==> config.mk <==
export PLATFORM = sky130hd
export DESIGN_NAME = fetch_queue_flat
export DESIGN_NICKNAME = d
export VERILOG_FILES = /design/src/rtl/fetch_pkg.sv /design/src/rtl/fetch_queue_if.sv /design/src/rtl/fetch_fifo.sv /design/src/rtl/fetch_queue.sv /design/src/flat_wrapper.sv
export SDC_FILE = /design/constraint.sdc
export NUM_CORES = 1
export LEC_CHECK = 0
export BUFFER_PORTS_ARGS = -buffer_cell sky130_fd_sc_hd__buf_2
export CAP_MARGIN = 10
export CORE_UTILIZATION = 57
export DETAILED_ROUTE_END_ITERATION = 8
export PLACE_DENSITY = 0.89
export SKIP_LAST_GASP = 1
export SYNTH_ARGS = -nofsm -noshare
export SYNTH_HDL_FRONTEND = slang
export SYNTH_SLANG_ARGS = --single-unit
==> constraint.sdc <==
create_clock -name clock -period 6.09 [get_ports clock]
set_input_delay 1.218 -clock clock [delete_from_list [all_inputs] [get_ports clock]]
set_output_delay 1.218 -clock clock [all_outputs]
set_load 0.02 [all_outputs]
==> src/rtl/fetch_pkg.sv <==
// fetch_pkg: shared types and constants for the instruction prefetch queue.
// Contents: XLEN, INSTR_ALIGN_MASK, fetch_state_t (FSM states), fetch_entry_t (queued word + PC).
package fetch_pkg;

   localparam int unsigned XLEN = 32;
   localparam logic [XLEN-1:0] INSTR_ALIGN_MASK = 32'hFFFF_FFFC;

   typedef enum logic [1:0] {
      IDLE,
      WAIT,
      WAIT_DROP
   } fetch_state_t;

   typedef struct packed {
      logic [XLEN-1:0] pc;
      logic [XLEN-1:0] instr;
   } fetch_entry_t;

endpackage

==> src/rtl/fetch_queue_if.sv <==
// fetch_queue_if: bundles the redirect, instruction-memory and decode-side signals.
// master modport: the prefetch queue (drives imem_req/imem_addr, out_*, count).
// slave modport : the surrounding pipeline and memory (drives redirect*, imem_gnt/rvalid/rdata, out_ready).
interface fetch_queue_if
   import fetch_pkg::*;
#(
   parameter int unsigned DEPTH = 4
) ();

   logic                    redirect;
   logic [XLEN-1:0]         redirect_pc;
   logic                    imem_req;
   logic [XLEN-1:0]         imem_addr;
   logic                    imem_gnt;
   logic                    imem_rvalid;
   logic [XLEN-1:0]         imem_rdata;
   logic                    out_valid;
   logic [XLEN-1:0]         out_instr;
   logic [XLEN-1:0]         out_pc;
   logic [XLEN-1:0]         out_npc;
   logic                    out_ready;
   logic [$clog2(DEPTH):0]  count;

   modport master (
      input  redirect, redirect_pc, imem_gnt, imem_rvalid, imem_rdata, out_ready,
      output imem_req, imem_addr, out_valid, out_instr, out_pc, out_npc, count
   );

   modport slave (
      output redirect, redirect_pc, imem_gnt, imem_rvalid, imem_rdata, out_ready,
      input  imem_req, imem_addr, out_valid, out_instr, out_pc, out_npc, count
   );

endinterface

==> src/rtl/fetch_fifo.sv <==
// fetch_fifo: synchronous FIFO of fetch_entry_t, DEPTH entries (power of two).
// Ports: clock, reset (sync, active high), flush, push, pop, din, dout (head entry), count.
// flush has priority over push and pop. Callers never push when full nor pop when empty.
module fetch_fifo
   import fetch_pkg::*;
#(
   parameter int unsigned DEPTH = 4
) (
   input  logic                   clock,
   input  logic                   reset,
   input  logic                   flush,
   input  logic                   push,
   input  logic                   pop,
   input  fetch_entry_t           din,
   output fetch_entry_t           dout,
   output logic [$clog2(DEPTH):0] count
);

   localparam int unsigned AW = $clog2(DEPTH);
   localparam int unsigned CW = AW + 1;

   fetch_entry_t    mem [DEPTH];
   logic [AW-1:0]   wr_ptr;
   logic [AW-1:0]   rd_ptr;

   // storage, pointers and occupancy; pointers wrap naturally since DEPTH is a power of two
   always_ff @(posedge clock) begin
      if (reset) begin
         wr_ptr <= '0;
         rd_ptr <= '0;
         count  <= '0;
         for (int i = 0; i < int'(DEPTH); i++) mem[i] <= '0;
      end else if (flush) begin
         wr_ptr <= '0;
         rd_ptr <= '0;
         count  <= '0;
      end else begin
         if (push) begin
            mem[wr_ptr] <= din;
            wr_ptr      <= wr_ptr + AW'(1);
         end
         if (pop) rd_ptr <= rd_ptr + AW'(1);
         case ({push, pop})
            2'b10:   count <= count + CW'(1);
            2'b01:   count <= count - CW'(1);
            default: count <= count;
         endcase
      end
   end

   assign dout = mem[rd_ptr];

endmodule

==> src/rtl/fetch_queue.sv <==
// fetch_queue: instruction prefetch queue between instruction memory and IF/ID.
// Ports: clock, reset (sync, active high), bus (fetch_queue_if.master):
//   redirect/redirect_pc   - taken branch flush and restart target
//   imem_req/addr/gnt      - single-outstanding fetch request
//   imem_rvalid/rdata      - fetch response
//   out_valid/instr/pc/npc - head of queue, consumed when out_ready
//   count                  - occupied entries
// Option: FETCH_QUEUE_BYPASS_EN forwards a kept response straight to the outputs when the
// queue is empty; undefined, all outputs come from registered queue state.
module fetch_queue
   import fetch_pkg::*;
#(
   parameter int unsigned     DEPTH    = 4,
   parameter logic [XLEN-1:0] RESET_PC = 32'h0000_0000
) (
   input logic           clock,
   input logic           reset,
   fetch_queue_if.master bus
);

   localparam int unsigned CW = $clog2(DEPTH) + 1;

   fetch_state_t     state;
   fetch_state_t     state_next;
   logic [XLEN-1:0]  fetch_pc;
   logic [XLEN-1:0]  req_pc;
   logic [CW-1:0]    fifo_count;
   fetch_entry_t     head;
   fetch_entry_t     rsp_entry;
   logic             can_req;
   logic             grant;
   logic             rsp_kept;
   logic             head_valid;
   logic             push;
   logic             pop;
   logic [XLEN-1:0]  out_pc;

   // a request is only issued with a free slot, which reserves room for its response
   assign can_req    = (state == IDLE) && (fifo_count < CW'(DEPTH));
   assign grant      = can_req && bus.imem_gnt;
   assign rsp_kept   = (state == WAIT) && bus.imem_rvalid && !bus.redirect;
   assign head_valid = (fifo_count != '0);
   assign rsp_entry  = '{pc: req_pc, instr: bus.imem_rdata};

   // state register
   always_ff @(posedge clock) begin
      if (reset) state <= IDLE;
      else       state <= state_next;
   end

   // next state
   always_comb begin
      state_next = state;
      unique case (state)
         IDLE:      if (grant) state_next = bus.redirect ? WAIT_DROP : WAIT;
         WAIT:      if (bus.imem_rvalid) state_next = IDLE;
                    else if (bus.redirect) state_next = WAIT_DROP;
         WAIT_DROP: if (bus.imem_rvalid) state_next = IDLE;
         default:   state_next = IDLE;
      endcase
   end

   // FSM outputs; request held low during reset
   always_comb begin
      bus.imem_req = 1'b0;
      if (!reset && can_req) bus.imem_req = 1'b1;
   end

   // fetch address and address of the outstanding request
   always_ff @(posedge clock) begin
      if (reset) begin
         fetch_pc <= RESET_PC;
         req_pc   <= '0;
      end else begin
         if (bus.redirect) fetch_pc <= bus.redirect_pc & INSTR_ALIGN_MASK;
         else if (grant)   fetch_pc <= fetch_pc + XLEN'(4);
         if (grant) req_pc <= fetch_pc;
      end
   end

   assign bus.imem_addr = fetch_pc;

`ifdef FETCH_QUEUE_BYPASS_EN
   logic bypass;

   // empty queue: a kept response is presented directly and only stored if not taken
   assign bypass        = !head_valid && rsp_kept;
   assign push          = rsp_kept && !(bypass && bus.out_ready);
   assign bus.out_valid = head_valid || bypass;
   assign out_pc        = bypass ? req_pc : head.pc;
   assign bus.out_instr = bypass ? bus.imem_rdata : head.instr;
`else
   assign push          = rsp_kept;
   assign bus.out_valid = head_valid;
   assign out_pc        = head.pc;
   assign bus.out_instr = head.instr;
`endif

   // a redirect cancels the pop; the FIFO flush also overrides it
   assign pop         = head_valid && bus.out_ready && !bus.redirect;
   assign bus.out_pc  = out_pc;
   assign bus.out_npc = out_pc + XLEN'(4);
   assign bus.count   = fifo_count;

   fetch_fifo #(.DEPTH(DEPTH)) u_fifo (
      .clock (clock),
      .reset (reset),
      .flush (bus.redirect),
      .push  (push),
      .pop   (pop),
      .din   (rsp_entry),
      .dout  (head),
      .count (fifo_count)
   );

endmodule
==> src/flat_wrapper.sv <==
// flat-port wrapper written by rule: the top's interface ports become plain ports
module fetch_queue_flat import fetch_pkg::*;
#(
   parameter int unsigned     DEPTH    = 4,
   parameter logic [XLEN-1:0] RESET_PC = 32'h0000_0000
)
  (clock, reset, bus_redirect, bus_redirect_pc, bus_imem_gnt, bus_imem_rvalid, bus_imem_rdata, bus_out_ready, bus_imem_req, bus_imem_addr, bus_out_valid, bus_out_instr, bus_out_pc, bus_out_npc, bus_count);
  fetch_queue_if #(.DEPTH(DEPTH)) bus_i ();
  input logic clock;
  input logic reset;
  input wire logic [$bits(bus_i.redirect)-1:0] bus_redirect;
  input wire logic [$bits(bus_i.redirect_pc)-1:0] bus_redirect_pc;
  input wire logic [$bits(bus_i.imem_gnt)-1:0] bus_imem_gnt;
  input wire logic [$bits(bus_i.imem_rvalid)-1:0] bus_imem_rvalid;
  input wire logic [$bits(bus_i.imem_rdata)-1:0] bus_imem_rdata;
  input wire logic [$bits(bus_i.out_ready)-1:0] bus_out_ready;
  output wire logic [$bits(bus_i.imem_req)-1:0] bus_imem_req;
  output wire logic [$bits(bus_i.imem_addr)-1:0] bus_imem_addr;
  output wire logic [$bits(bus_i.out_valid)-1:0] bus_out_valid;
  output wire logic [$bits(bus_i.out_instr)-1:0] bus_out_instr;
  output wire logic [$bits(bus_i.out_pc)-1:0] bus_out_pc;
  output wire logic [$bits(bus_i.out_npc)-1:0] bus_out_npc;
  output wire logic [$bits(bus_i.count)-1:0] bus_count;
  assign bus_i.redirect = bus_redirect;
  assign bus_i.redirect_pc = bus_redirect_pc;
  assign bus_i.imem_gnt = bus_imem_gnt;
  assign bus_i.imem_rvalid = bus_imem_rvalid;
  assign bus_i.imem_rdata = bus_imem_rdata;
  assign bus_i.out_ready = bus_out_ready;
  assign bus_imem_req = bus_i.imem_req;
  assign bus_imem_addr = bus_i.imem_addr;
  assign bus_out_valid = bus_i.out_valid;
  assign bus_out_instr = bus_i.out_instr;
  assign bus_out_pc = bus_i.out_pc;
  assign bus_out_npc = bus_i.out_npc;
  assign bus_count = bus_i.count;
  fetch_queue #(.DEPTH(DEPTH), .RESET_PC(RESET_PC)) u_core (.clock(clock), .reset(reset), .bus(bus_i));
endmodule
==> results.md <==
- Post-DR wirelength/cell: 19.5 um
- Number of global-route vias before repair: slightly below 10000
- Worst vdd ir: 0.215 mV
- Post-synthesis mux area share: 10.1%
- Clk slew on worst S/H paths: 60 ps
- Initial core utilization: 58.2%
- Number of remaining DRC errors: 0
- Status: finished, final reports clean
- Worst slack at placement: 2120 ps
- PnR worst setup slack: 1630 ps
- Post CTS Setup Buffer Count: 0
- Sequential cell area: a little under 9000 um^2
- Crit path DAT: 3240 ps
- CP endpoint kind: output pin
- Post-Synth Adder-Cell Area: 0.407%
- Post-synthesis cell type count: 51
- Leak Pwr: 6.57 nW
- # IOs: 203
- Min-delay worst type: flop to flop
- Post-synthesis cell area: 14100 um^2
- Worst r2r dst: u_core.u_fifo.mem[1][10]$_SDFFCE_PN0P_
- Fin area: 16400 um^2
- # clock sinks: 319
- Post-CTS sizing: 0
- Final ANT Viol Nets: 0
- WP buf/inv: 1
- RSZ-0062 raised after global routing: no
- Hold EP: u_core.req_pc[10]$_SDFFE_PP0P_
- Sequential area share after synthesis: 62.7%
- Nets@finish: around 1400
- Max-Cap Viols: 0
- WS Path Type: flop to output pin
- Slew margin rel.: about 29%
- Path depth of the worst reg2reg path: 5
- Setup Skew: 9.10 ps
- PortBufs: around 190
- Worst-path cell chain: mux4_1 > and4_1 > nand2_1 > nor4_2 > xor2_1 > buf_2
- Primary FF master, synth: edfxtp_1
- Worst-Margin Slew: between 1000 and 1500 ps
- Commonest non-fill, non-tap cells in the layout: 248 x edfxtp_1, 234 x nor2_1, 194 x buf_2, 154 x nand2_1, 76 x inv_1
- R2R Setup Slk: 3270 ps
- Worst Path Required: roughly 4900 ps
- Root buf cell: clkbuf_16
- Async set-or-reset flop fraction in the synthesized netlist: 0%
- Largest net degree at the start of global routing: 64
- Die W: 160 um
- Final Setup Violations: 0
- Filler cell count: 1652
- Placer congestion estimate: about 0.87
- Max Freq: 224 MHz
- Core area: 24300 um^2
- PwrDens: 282 nW/um^2
- Half-perimeter wire length after placement: 20100 um
- Top delay family on crit path: simple AND/OR/NAND/NOR gates
- Total grt overflow: 0
- Total routed wirelength: 32700 um
- Detailed Route Iter0 Violations: 859
- GRT Total Usage: 25.7%
- XOR/XNOR Fraction of Synth Area: about 3.7%
- Number of flops mapped to enable cells by yosys: roughly 250
- Post-Syn Area per Cell: 12.3 um^2
- Fin. Hold Viols: 0
- Worst path slowest cell: dfxtp_2
- Post-Synth Simple-Gate Area: 15.3%
- Largest family of logic cells by synthesized area: simple AND/OR/NAND/NOR gates
- CTS max path bufs: 3
- Hold Path Cell Cnt: 2
- Min-Delay Startpoint: u_core.req_pc[10]$_SDFFE_PP0P_
- H-Tree Depth: 1
- Ys Warns: 0
- Layout cell share with drive strength beyond 1: 25.1%
- Area growth syn-to-layout: 15.6%
- Sum Neg Setup Slack: 0 ps
- First-pass GRT wire length: 51100 um
- Die H: 160 um
- Initial antenna violation count: 0
- Slew Limit Fails: 0
- Post-DP Area: 15400 um^2
- Startpoint types: flop
- Post-cts hold buffer count: 0
- Via-per-instance ratio: between 5 and 6
- Total CTS buffers: 31
- Number of synthesized register bits: 319
- Post-layout util: between 60% and 70%
- Synth Instances: 1150
- CTS tree: built
- ANT cells: 0
- CP peak stage delay: 830 ps
- Multi-input gate area: 4710 um^2
- Latest clock arrival within the worst-skew pair: 550 ps
- R2r startpoint: u_core.state[0]$_SDFFE_PP0P_
- Total iterations of the first detailed-routing run: 5
- Tmin final: 4460 ps
- Period utilisation layout: 73.2%
- Site row count: 57
- Die ar.: between 20000 and 30000 um^2
- Routed via count: about 9700
- Crit path max fanout: 30
- Compound-Gate Fraction of Synth Area: 3.17%
- Commonest non-fill, non-tap cell in the layout: edfxtp_1
## cells by family after synthesis
kind of cell | count (synthesis)
mux | 62
simple gates | 482
compound gates | 74
flops | 319
buf+inv | 149
fa+ha+maj | 4
xor+xnor | 59
other cells | 1
## synthesized netlist by cell type (2+ instances only)
library cell	number	area (um^2)
buf_4	9	67.6
buf_1	4	15.0
nand4_2	3	37.5
a211oi_1	19	143
buf_2	8	40.0
clkbuf_1	46	173
buf_6	3	33.8
o21bai_1	3	22.5
nand3_1	16	80.1
buf_12	2	40.0
o21ai_0	5	25.0
nand4_1	14	87.6
inv_1	76	285
and3_1	9	56.3
nor4_2	4	50.1
and2_1	5	31.3
mux4_2	52	1170
xor2_1	38	333
nor3_1	6	30.0
mux4_1	10	263
edfxtp_1	248	7450
nand2_1	155	582
ha_1	3	37.5
or2_2	2	12.5
xnor2_1	21	184
and4_1	6	52.6
nand3_2	2	20.0
a311oi_1	4	35.0
nor2_4	2	22.5
nor4_1	5	31.3
dfxtp_1	71	1420
nor2_1	235	882
a21oi_1	41	205
or3_1	6	37.5
## stage by stage
| stage | total power [W] | instances | hold slack (ps) |
|---|---|---|---|
| floorplan | 0.00269 | 1155 | 437 |
| global placement | 0.00280 | 1616 | 445 |
| detailed placement | 0.00281 | 1616 | 449 |
| CTS | 0.00462 | 1672 | 457 |
| global route | 0.00474 | 1672 | 472 |
| finish | 0.00461 | 1672 | 459 |
## worst reg2reg max path, delay by kind of cell, from the launching register on
family          cells  cell delay [ps]
simple gates        2              490
compound gates      1              850
flops               1              460
buf+inv             2              670
## where the power goes
group          switching [W]  leakage (nW)  internal [W]
logic               0.000200          2.94     0.0000995
clock network       0.000766         0.490       0.00107
registers          0.0000467          3.15       0.00242
## routing by layer
layer	vias to the layer above	GRT usage [%]	share of wire, %
li1	4370	-	-
met1	4732	34.1	40
met2	490	43.7	50
met3	63	3.65	7.7
met4	0	8.48	2.3
met5	-	0	0
## worst max path at each step
stage	start	endpoint	cells past startpoint
2_1_floorplan	bus_redirect	u_core.u_fifo.mem[2][0]$_SDFFCE_PN0P_	4
3_3_place_gp	flop	bus_out_npc[31]	6
3_5_place_dp	reset	u_core.u_fifo.mem[1][18]$_SDFFCE_PN0P_	7
4_1_cts	flop	bus_out_npc[31]	6
5_1_grt	flop	bus_out_npc[31]	6
6_report	flop	bus_out_npc[31]	6
## area by class of cell
class / instances / share of cell area, %
sequential: 319 / 54.3
multi-input combinational: 687 / 28.8
timing repair buffer: 209 / 6.63
clock buffer: 52 / 5.90
tap: 324 / 2.48
inverter: 77 / 1.77
clock inverter: 4 / 0.161
## state kept, by name, indices dropped and copies added (netlist names), named ones only
| signal | count |
|---|---|
| u_core.bus.imem_addr | 30 |
| u_core.req_pc | 30 |
| u_core.state | 2 |
| u_core.u_fifo.count | 3 |
| u_core.u_fifo.mem | 248 |
| u_core.u_fifo.rd_ptr | 2 |
| u_core.u_fifo.wr_ptr | 2 |
(Power assumes the default switching activity.)
